--- config.mk ---
export PLATFORM = sky130hd
export DESIGN_NAME = frame_sequencer_flat
export DESIGN_NICKNAME = d
export VERILOG_FILES = /design/src/rtl/frame_sequencer_pkg.sv /design/src/rtl/frame_sequencer_if.sv /design/src/rtl/frame_sequencer_raster_counter.sv /design/src/rtl/frame_sequencer.sv /design/src/flat_wrapper.sv
export SDC_FILE = /design/constraint.sdc
export NUM_CORES = 1
export LEC_CHECK = 0
export ABC_AREA = 1
export BUFFER_PORTS_ARGS = -buffer_cell sky130_fd_sc_hd__buf_2
export CAP_MARGIN = 40
export CORE_ASPECT_RATIO = 1.75
export CORE_MARGIN = 5
export CORE_UTILIZATION = 52
export CTS_CLUSTER_DIAMETER = 80
export DETAILED_ROUTE_END_ITERATION = 12
export PLACE_DENSITY_LB_ADDON = 0.25
export SYNTH_ARGS = -nofsm -noshare
export SYNTH_HDL_FRONTEND = slang
export SYNTH_SLANG_ARGS = --single-unit
--- constraint.sdc ---
create_clock -name clk -period 3.7 [get_ports clk]
set_input_delay 0.74 -clock clk [delete_from_list [all_inputs] [get_ports clk]]
set_output_delay 0.74 -clock clk [all_outputs]
set_load 0.01 [all_outputs]
--- src/rtl/frame_sequencer_pkg.sv ---
// frame_sequencer_pkg: shared widths, FSM state encodings and the latched feature record.
package frame_sequencer_pkg;
    localparam int LOC_SIZE        = 16;
    localparam int LBL_WIDTH       = 8;
    localparam int PIXEL_SIZE      = 8;
    localparam int FRAME_WIDTH_DEF = 640;
    localparam logic [1:0] SEQ_IDLE    = 2'd0;
    localparam logic [1:0] SEQ_STREAM  = 2'd1;
    localparam logic [1:0] SEQ_FLUSH   = 2'd2;
    localparam logic [1:0] SEQ_READOUT = 2'd3;
    typedef struct packed {
        logic [LBL_WIDTH-1:0] id;
        logic [LOC_SIZE-1:0]  area;
        logic [LOC_SIZE-1:0]  x;
        logic [LOC_SIZE-1:0]  y;
    } stat_rec_t;
endpackage

--- src/rtl/frame_sequencer_if.sv ---
// frame_sequencer_if: pixel stream in and feature record out, both valid/ready handshakes.
interface frame_sequencer_if;
    import frame_sequencer_pkg::*;
    logic [PIXEL_SIZE-1:0] pix_data;
    logic                  pix_valid;
    logic                  pix_ready;
    logic                  stat_valid;
    logic                  stat_ready;
    logic [LBL_WIDTH-1:0]  stat_id;
    logic [LOC_SIZE-1:0]   stat_area;
    logic [LOC_SIZE-1:0]   stat_x;
    logic [LOC_SIZE-1:0]   stat_y;
    modport master (
        input  pix_data, pix_valid, stat_ready,
        output pix_ready, stat_valid, stat_id, stat_area, stat_x, stat_y
    );
    modport slave (
        output pix_data, pix_valid, stat_ready,
        input  pix_ready, stat_valid, stat_id, stat_area, stat_x, stat_y
    );
endinterface

--- src/rtl/frame_sequencer_raster_counter.sv ---
// raster_counter: raster-order x/y position with a flag on the final pixel of the frame.
module raster_counter import frame_sequencer_pkg::*; #(
    parameter int WIDTH  = FRAME_WIDTH_DEF,
    parameter int HEIGHT = 480
) (
    input  logic                clk,
    input  logic                reset_n,
    input  logic                clear,
    input  logic                step,
    output logic [LOC_SIZE-1:0] x,
    output logic [LOC_SIZE-1:0] y,
    output logic                last
);
    localparam logic [LOC_SIZE-1:0] X_MAX = LOC_SIZE'(WIDTH - 1);
    localparam logic [LOC_SIZE-1:0] Y_MAX = LOC_SIZE'(HEIGHT - 1);

    assign last = (x == X_MAX) && (y == Y_MAX);

    always_ff @(posedge clk or negedge reset_n) begin
        if (!reset_n) begin
            x <= '0;
            y <= '0;
        end else if (clear) begin
            x <= '0;
            y <= '0;
        end else if (step) begin
            x <= (x == X_MAX) ? '0 : x + 1'b1;
            y <= (x != X_MAX) ? y : (y == Y_MAX) ? '0 : y + 1'b1;
        end
    end
endmodule

--- src/rtl/frame_sequencer.sv ---
// frame_sequencer: streams one frame into the pipeline, flushes its latency,
// then reads every label's features out as one record per handshake.
module frame_sequencer import frame_sequencer_pkg::*; #(
    parameter int FRAME_WIDTH  = FRAME_WIDTH_DEF,
    parameter int FRAME_HEIGHT = 480,
    parameter int FLUSH_CYCLES = 2 * FRAME_WIDTH + 16,
    parameter int READ_WAIT    = 2
) (
    input  logic                  clk,
    input  logic                  reset_n,
    input  logic                  start,
    frame_sequencer_if.master     bus,
    output logic                  top_en,
    output logic [LOC_SIZE-1:0]   top_x,
    output logic [LOC_SIZE-1:0]   top_y,
    output logic [PIXEL_SIZE-1:0] top_data,
    output logic [LBL_WIDTH-1:0]  top_obj_id,
    input  logic [LBL_WIDTH-1:0]  num_labels,
    input  logic [LOC_SIZE-1:0]   obj_area,
    input  logic [LOC_SIZE-1:0]   obj_x,
    input  logic [LOC_SIZE-1:0]   obj_y,
    output logic                  busy,
    output logic                  frame_done
);
    localparam int FCW = $clog2(FLUSH_CYCLES + 1);
    localparam int WCW = $clog2(READ_WAIT + 1);

    logic [1:0]           state;
    logic [FCW-1:0]       fcnt;
    logic [WCW-1:0]       wcnt;
    logic [LBL_WIDTH-1:0] n;
    logic [LOC_SIZE-1:0]  cx, cy;
    logic                 last, accept;
    stat_rec_t            rec;

    assign accept        = (state == SEQ_STREAM) && bus.pix_valid;
    assign bus.pix_ready = state == SEQ_STREAM;
    assign busy          = state != SEQ_IDLE;
    assign bus.stat_id   = rec.id;
    assign bus.stat_area = rec.area;
    assign bus.stat_x    = rec.x;
    assign bus.stat_y    = rec.y;

    raster_counter #(.WIDTH(FRAME_WIDTH), .HEIGHT(FRAME_HEIGHT)) u_raster (
        .clk     (clk),
        .reset_n (reset_n),
        .clear   ((state == SEQ_IDLE) && start),
        .step    (accept),
        .x       (cx),
        .y       (cy),
        .last    (last)
    );

    // top_obj_id doubles as the readout label counter; it stays frozen between frames.
    always_ff @(posedge clk or negedge reset_n) begin
        if (!reset_n) begin
            state          <= SEQ_IDLE;
            fcnt           <= '0;
            wcnt           <= '0;
            n              <= '0;
            rec            <= '0;
            bus.stat_valid <= 1'b0;
            top_en         <= 1'b0;
            top_x          <= '0;
            top_y          <= '0;
            top_data       <= '0;
            top_obj_id     <= '0;
            frame_done     <= 1'b0;
        end else begin
            top_en     <= 1'b0;
            frame_done <= 1'b0;
            case (state)
                SEQ_IDLE: if (start) state <= SEQ_STREAM;
                SEQ_STREAM: if (accept) begin
                    top_en   <= 1'b1;
                    top_data <= bus.pix_data;
                    top_x    <= cx;
                    top_y    <= cy;
                    if (last) begin
                        state <= SEQ_FLUSH;
                        fcnt  <= '0;
                    end
                end
                SEQ_FLUSH: begin
                    top_en   <= 1'b1;
                    top_data <= '0;
                    fcnt     <= fcnt + 1'b1;
                    if (fcnt == FCW'(FLUSH_CYCLES - 1)) begin
                        state      <= SEQ_READOUT;
                        n          <= num_labels;
                        top_obj_id <= LBL_WIDTH'(1);
                        wcnt       <= '0;
                    end
                end
                default: if (n == '0) begin
                    frame_done <= 1'b1;
                    state      <= SEQ_IDLE;
                end else if (!bus.stat_valid) begin
                    wcnt <= (wcnt == WCW'(READ_WAIT - 1)) ? '0 : wcnt + 1'b1;
                    if (wcnt == WCW'(READ_WAIT - 1)) begin
                        rec            <= {top_obj_id, obj_area, obj_x, obj_y};
                        bus.stat_valid <= 1'b1;
                    end
                end else if (bus.stat_ready) begin
                    bus.stat_valid <= 1'b0;
                    if (top_obj_id == n) begin
                        frame_done <= 1'b1;
                        state      <= SEQ_IDLE;
                    end else begin
                        top_obj_id <= top_obj_id + 1'b1;
                    end
                end
            endcase
        end
    end
endmodule

--- src/flat_wrapper.sv ---
// flat-port wrapper written by rule: the top's interface ports become plain ports
module frame_sequencer_flat import frame_sequencer_pkg::*;
#(
    parameter int FRAME_WIDTH  = FRAME_WIDTH_DEF,
    parameter int FRAME_HEIGHT = 480,
    parameter int FLUSH_CYCLES = 2 * FRAME_WIDTH + 16,
    parameter int READ_WAIT    = 2
)
  (clk, reset_n, start, top_en, top_x, top_y, top_data, top_obj_id, num_labels, obj_area, obj_x, obj_y, busy, frame_done, bus_pix_data, bus_pix_valid, bus_stat_ready, bus_pix_ready, bus_stat_valid, bus_stat_id, bus_stat_area, bus_stat_x, bus_stat_y);
  frame_sequencer_if bus_i ();
  input  logic clk;
  input  logic reset_n;
  input  logic start;
  output logic top_en;
  output logic [LOC_SIZE-1:0] top_x;
  output logic [LOC_SIZE-1:0] top_y;
  output logic [PIXEL_SIZE-1:0] top_data;
  output logic [LBL_WIDTH-1:0] top_obj_id;
  input  logic [LBL_WIDTH-1:0] num_labels;
  input  logic [LOC_SIZE-1:0] obj_area;
  input  logic [LOC_SIZE-1:0] obj_x;
  input  logic [LOC_SIZE-1:0] obj_y;
  output logic busy;
  output logic frame_done;
  input wire logic [$bits(bus_i.pix_data)-1:0] bus_pix_data;
  input wire logic [$bits(bus_i.pix_valid)-1:0] bus_pix_valid;
  input wire logic [$bits(bus_i.stat_ready)-1:0] bus_stat_ready;
  output wire logic [$bits(bus_i.pix_ready)-1:0] bus_pix_ready;
  output wire logic [$bits(bus_i.stat_valid)-1:0] bus_stat_valid;
  output wire logic [$bits(bus_i.stat_id)-1:0] bus_stat_id;
  output wire logic [$bits(bus_i.stat_area)-1:0] bus_stat_area;
  output wire logic [$bits(bus_i.stat_x)-1:0] bus_stat_x;
  output wire logic [$bits(bus_i.stat_y)-1:0] bus_stat_y;
  assign bus_i.pix_data = bus_pix_data;
  assign bus_i.pix_valid = bus_pix_valid;
  assign bus_i.stat_ready = bus_stat_ready;
  assign bus_pix_ready = bus_i.pix_ready;
  assign bus_stat_valid = bus_i.stat_valid;
  assign bus_stat_id = bus_i.stat_id;
  assign bus_stat_area = bus_i.stat_area;
  assign bus_stat_x = bus_i.stat_x;
  assign bus_stat_y = bus_i.stat_y;
  frame_sequencer #(.FRAME_WIDTH(FRAME_WIDTH), .FRAME_HEIGHT(FRAME_HEIGHT), .FLUSH_CYCLES(FLUSH_CYCLES), .READ_WAIT(READ_WAIT)) u_core (.clk(clk), .reset_n(reset_n), .start(start), .bus(bus_i), .top_en(top_en), .top_x(top_x), .top_y(top_y), .top_data(top_data), .top_obj_id(top_obj_id), .num_labels(num_labels), .obj_area(obj_area), .obj_x(obj_x), .obj_y(obj_y), .busy(busy), .frame_done(frame_done));
endmodule
==> results.ini <==
[critical_path]
critPathLaunchType = flip-flop
crit_arrival_ns = 2.58
r2r-end = u_core.u_raster.y[5]$_DFFE_PN0P_
cp.required_ns = 3.97
crit_type = flip-flop to flip-flop
crit_fanout = 28
worstReg2RegStart = u_core.state[1]$_DFFE_PN0P_
r2r_cells = 6
end_kind = flip-flop
r2r_setup_slack_ns = 1.39

[clocking]
numClockSinks = 162
cts_buffers = 17
clk_pin_slew_worst_paths_ns = 0.07
clockRootBuffer = clkbuf_16
cts_buffer_depth = 2
clk_latency_ns = 0.42
post_cts_resized = 0
holdBufCountCts = 0
cts_setup_buffers = 0
cts_max_level = 4
tritoncts = done

[cells_and_area]
layout-drive-gt1-share_pct = 29.7
postLayoutCoreUtil_pct = 64.5
area_growth_pct = 22.2
finalNetCount = 1077

[pwr]
p_per_area_nw_per_um2 = 693
p_total_mw = 6.39
peakVddDrop_mv = 0.372
leakage_nw = 4.47

[floorplanning]
io-pin-count = 178
die_y_um = 169
fp.coreArea_um2 = 14300
start_util_pct = 52.8
die_w_um = 101
rows = 58
dieArea_um2 = 17100

[detailed_routing]
via_per_inst = 5.19
drtIter0Drc = 228
ant_nets = 0
wl_per_cell_um = 15.6
num_vias = 6188
drt_pass1_iterations = 7
drc_errors = 0
wirelength_mm = 18.6

[grt]
grt_overflow = 0
grt_pass1_wl_mm = 30.1
antenna_found_initial = 1
grt_pass1_vias = 6160
grt_usage_pct = 22.2
grt_max_degree = 68

[synth]
ys_seq_elements = 162
avgSynthCellArea_um2 = 9.19
syn_nets = 899
yosysUniqueCellTypes = 36
syn_area_um2 = 7550
synth-simple-area-share_pct = 21.4
synth_top_family_by_area = simple AND/OR/NAND/NOR gates
synthCells = 821
synthXorXnorAreaFrac_pct = 2.67
yosysSeqAreaShare_pct = 53.7
muxShareOfSynthArea_pct = 7.46
synthAdderAreaFrac_pct = 1.49
synth_compound_area_share_pct = 7.66
yosysWarnings = 0

[timing]
rsz0062_at_grt = no
tns_ns = 0
finalMaxSlewViolations = 0
clock_skew_ns = 0.0114
worst_pin_slew_ns = 0.798
finalSetupViolCount = 0
hold_viol_final = 0
maxSlewHeadroom_pct = 46.8
fin_ws_ns = 1.39
hold_slack_ns = 0.314
max_clock_freq_ghz = 0.433
post-route-period-util_pct = 62.4
period_minus_slack_ns = 2.31

[hold_path]
hp-class = input port to asynchronous set/reset pin

[place]
numPortBuffers = 177
gp_congestion = 0.909
hpwl_mm = 13.8
post-place-ws_ns = 1.33

[run_status]
outcome = finished clean

[flow_run]
drv_cap = 0

==> stage by stage <==
step / instance area (um^2) / instances
after floorplan: 7550 / 821
after global placement: 8610 / 1160
after detailed placement: 8610 / 1160
after CTS: 9220 / 1192
after global routing: 9220 / 1193
final: 9220 / 1193
==> cell usage after synthesis <==
cell | instances | area share (%)
nor2_1 | 55 | 2.7
nand2_2 | 4 | 0.33
xnor2_1 | 7 | 0.81
buf_2 | 6 | 0.40
ha_1 | 9 | 1.5
nand4_1 | 18 | 1.5
a21boi_0 | 2 | 0.20
or2_2 | 7 | 0.58
buf_6 | 2 | 0.30
nor4_1 | 1 | 0.083
xor2_1 | 16 | 1.9
o22ai_1 | 2 | 0.17
nor3b_1 | 1 | 0.10
nand3b_1 | 2 | 0.20
nand2_1 | 203 | 10
o21ai_2 | 8 | 0.93
nand2_4 | 2 | 0.30
o21ai_0 | 81 | 5.4
o21ai_1 | 7 | 0.46
inv_1 | 70 | 3.5
a31oi_1 | 1 | 0.083
clkinv_1 | 1 | 0.050
nor3_1 | 22 | 1.5
nand3_2 | 1 | 0.13
inv_2 | 4 | 0.20
clkbuf_1 | 11 | 0.55
mux2_2 | 50 | 7.5
a21oi_1 | 5 | 0.33
nand3_4 | 1 | 0.23
o41ai_1 | 1 | 0.12
nand3_1 | 45 | 3.0
buf_4 | 6 | 0.60
dfrtp_1 | 162 | 54
nor2_2 | 6 | 0.50
and3_1 | 1 | 0.083
nor3_2 | 1 | 0.13
==> worst max path at each step <==
stage | startpoint | endpoint | cells after the start | slack [ns]
CTS | u_core.state[1]$_DFFE_PN0P_ | u_core.u_raster.y[5]$_DFFE_PN0P_ | 6 | 1.39
detailed placement | bus_pix_valid | u_core.u_raster.y[5]$_DFFE_PN0P_ | 5 | 1.33
global route | u_core.state[1]$_DFFE_PN0P_ | u_core.u_raster.y[15]$_DFFE_PN0P_ | 6 | 1.05
floorplan | start | u_core.u_raster.x[9]$_DFFE_PN0P_ | 8 | 1.91
finish | u_core.state[1]$_DFFE_PN0P_ | u_core.u_raster.y[5]$_DFFE_PN0P_ | 6 | 1.39
global placement | bus_pix_valid | u_core.u_raster.y[0]$_DFFE_PN0P_ | 5 | 1.35
==> routing by layer <==
| layer | vias up | part of all wire, % | track usage [%] |
|---|---|---|---|
| met5 | - | 0 | 0 |
| met2 | 164 | 56 | 40.5 |
| met3 | 43 | 3.9 | 3.46 |
| met1 | 2935 | 37 | 24.7 |
| met4 | 0 | 3.6 | 10.1 |
| li1 | 3046 | - | - |
==> critical path, stage by stage (launching register included) <==
cell and delay, ns:
dfrtp_1 0.41, inv_1 0.08, ha_1 0.27, nand2_2 0.39
nand2_2 0.21, nand2_1 0.60, o21ai_0 0.20
==> final cells by class <==
class / instances / area (um^2)
diodes: 1 / 2.50
repair buffers: 184 / 970
well taps: 180 / 225
inverters: 75 / 282
clock inverters: 15 / 190
flip-flops and latches: 162 / 4050
fillers: 1220 / 5070
clock buffers: 17 / 425
multi-input cells: 559 / 3080
==> cell families (layout without fill, tap and decap cells) <==
family	Yosys count	count (layout)
AOI/OAI and AO/OA	107	107
xor gates and xnor gates	23	23
adders and majority gates	9	9
buffers and inverters	100	291
DFF	162	162
muxes	50	50
other	0	1
and+or+nand+nor	370	370
==> flip-flops by register name, summed over array words and instances, names as in the netlist, 11 cells and up <==
name                  flops
u_core.bus.stat_x        16
u_core.top_y             16
u_core.u_raster.x        16
u_core.u_raster.y        16
u_core.fcnt              11
u_core.bus.stat_area     16
u_core.bus.stat_y        16
u_core.top_x             16
==> cells in the final DEF (no fill, tap or decap), types with 3 or more instances in the layout <==
cell       netlist  final
nor2_2           6      6
clkinv_8         0      4
clkbuf_16        0     17
inv_2            4      4
inv_1           70     70
o21ai_2          8      8
buf_4            6      5
inv_6            0      3
xor2_1          16     16
a21oi_1          5      5
or2_2            7      7
nand2_2          4      5
nand4_1         18     18
ha_1             9      9
o21ai_0         81     81
dfrtp_1        162    162
inv_8            0      4
mux2_2          50     50
nor2_1          55     55
buf_2            6    176
nand2_1        203    202
nor3_1          22     22
nand3_1         45     45
xnor2_1          7      7
o21ai_1          7      7
==> where the power goes <==
group | switching [mW] | internal (mW) | total [mW]
clock network | 0.812 | 0.974 | 1.79
registers | 0.296 | 2.25 | 2.54
logic | 1.23 | 0.837 | 2.07
(Power assumes the default switching activity.)
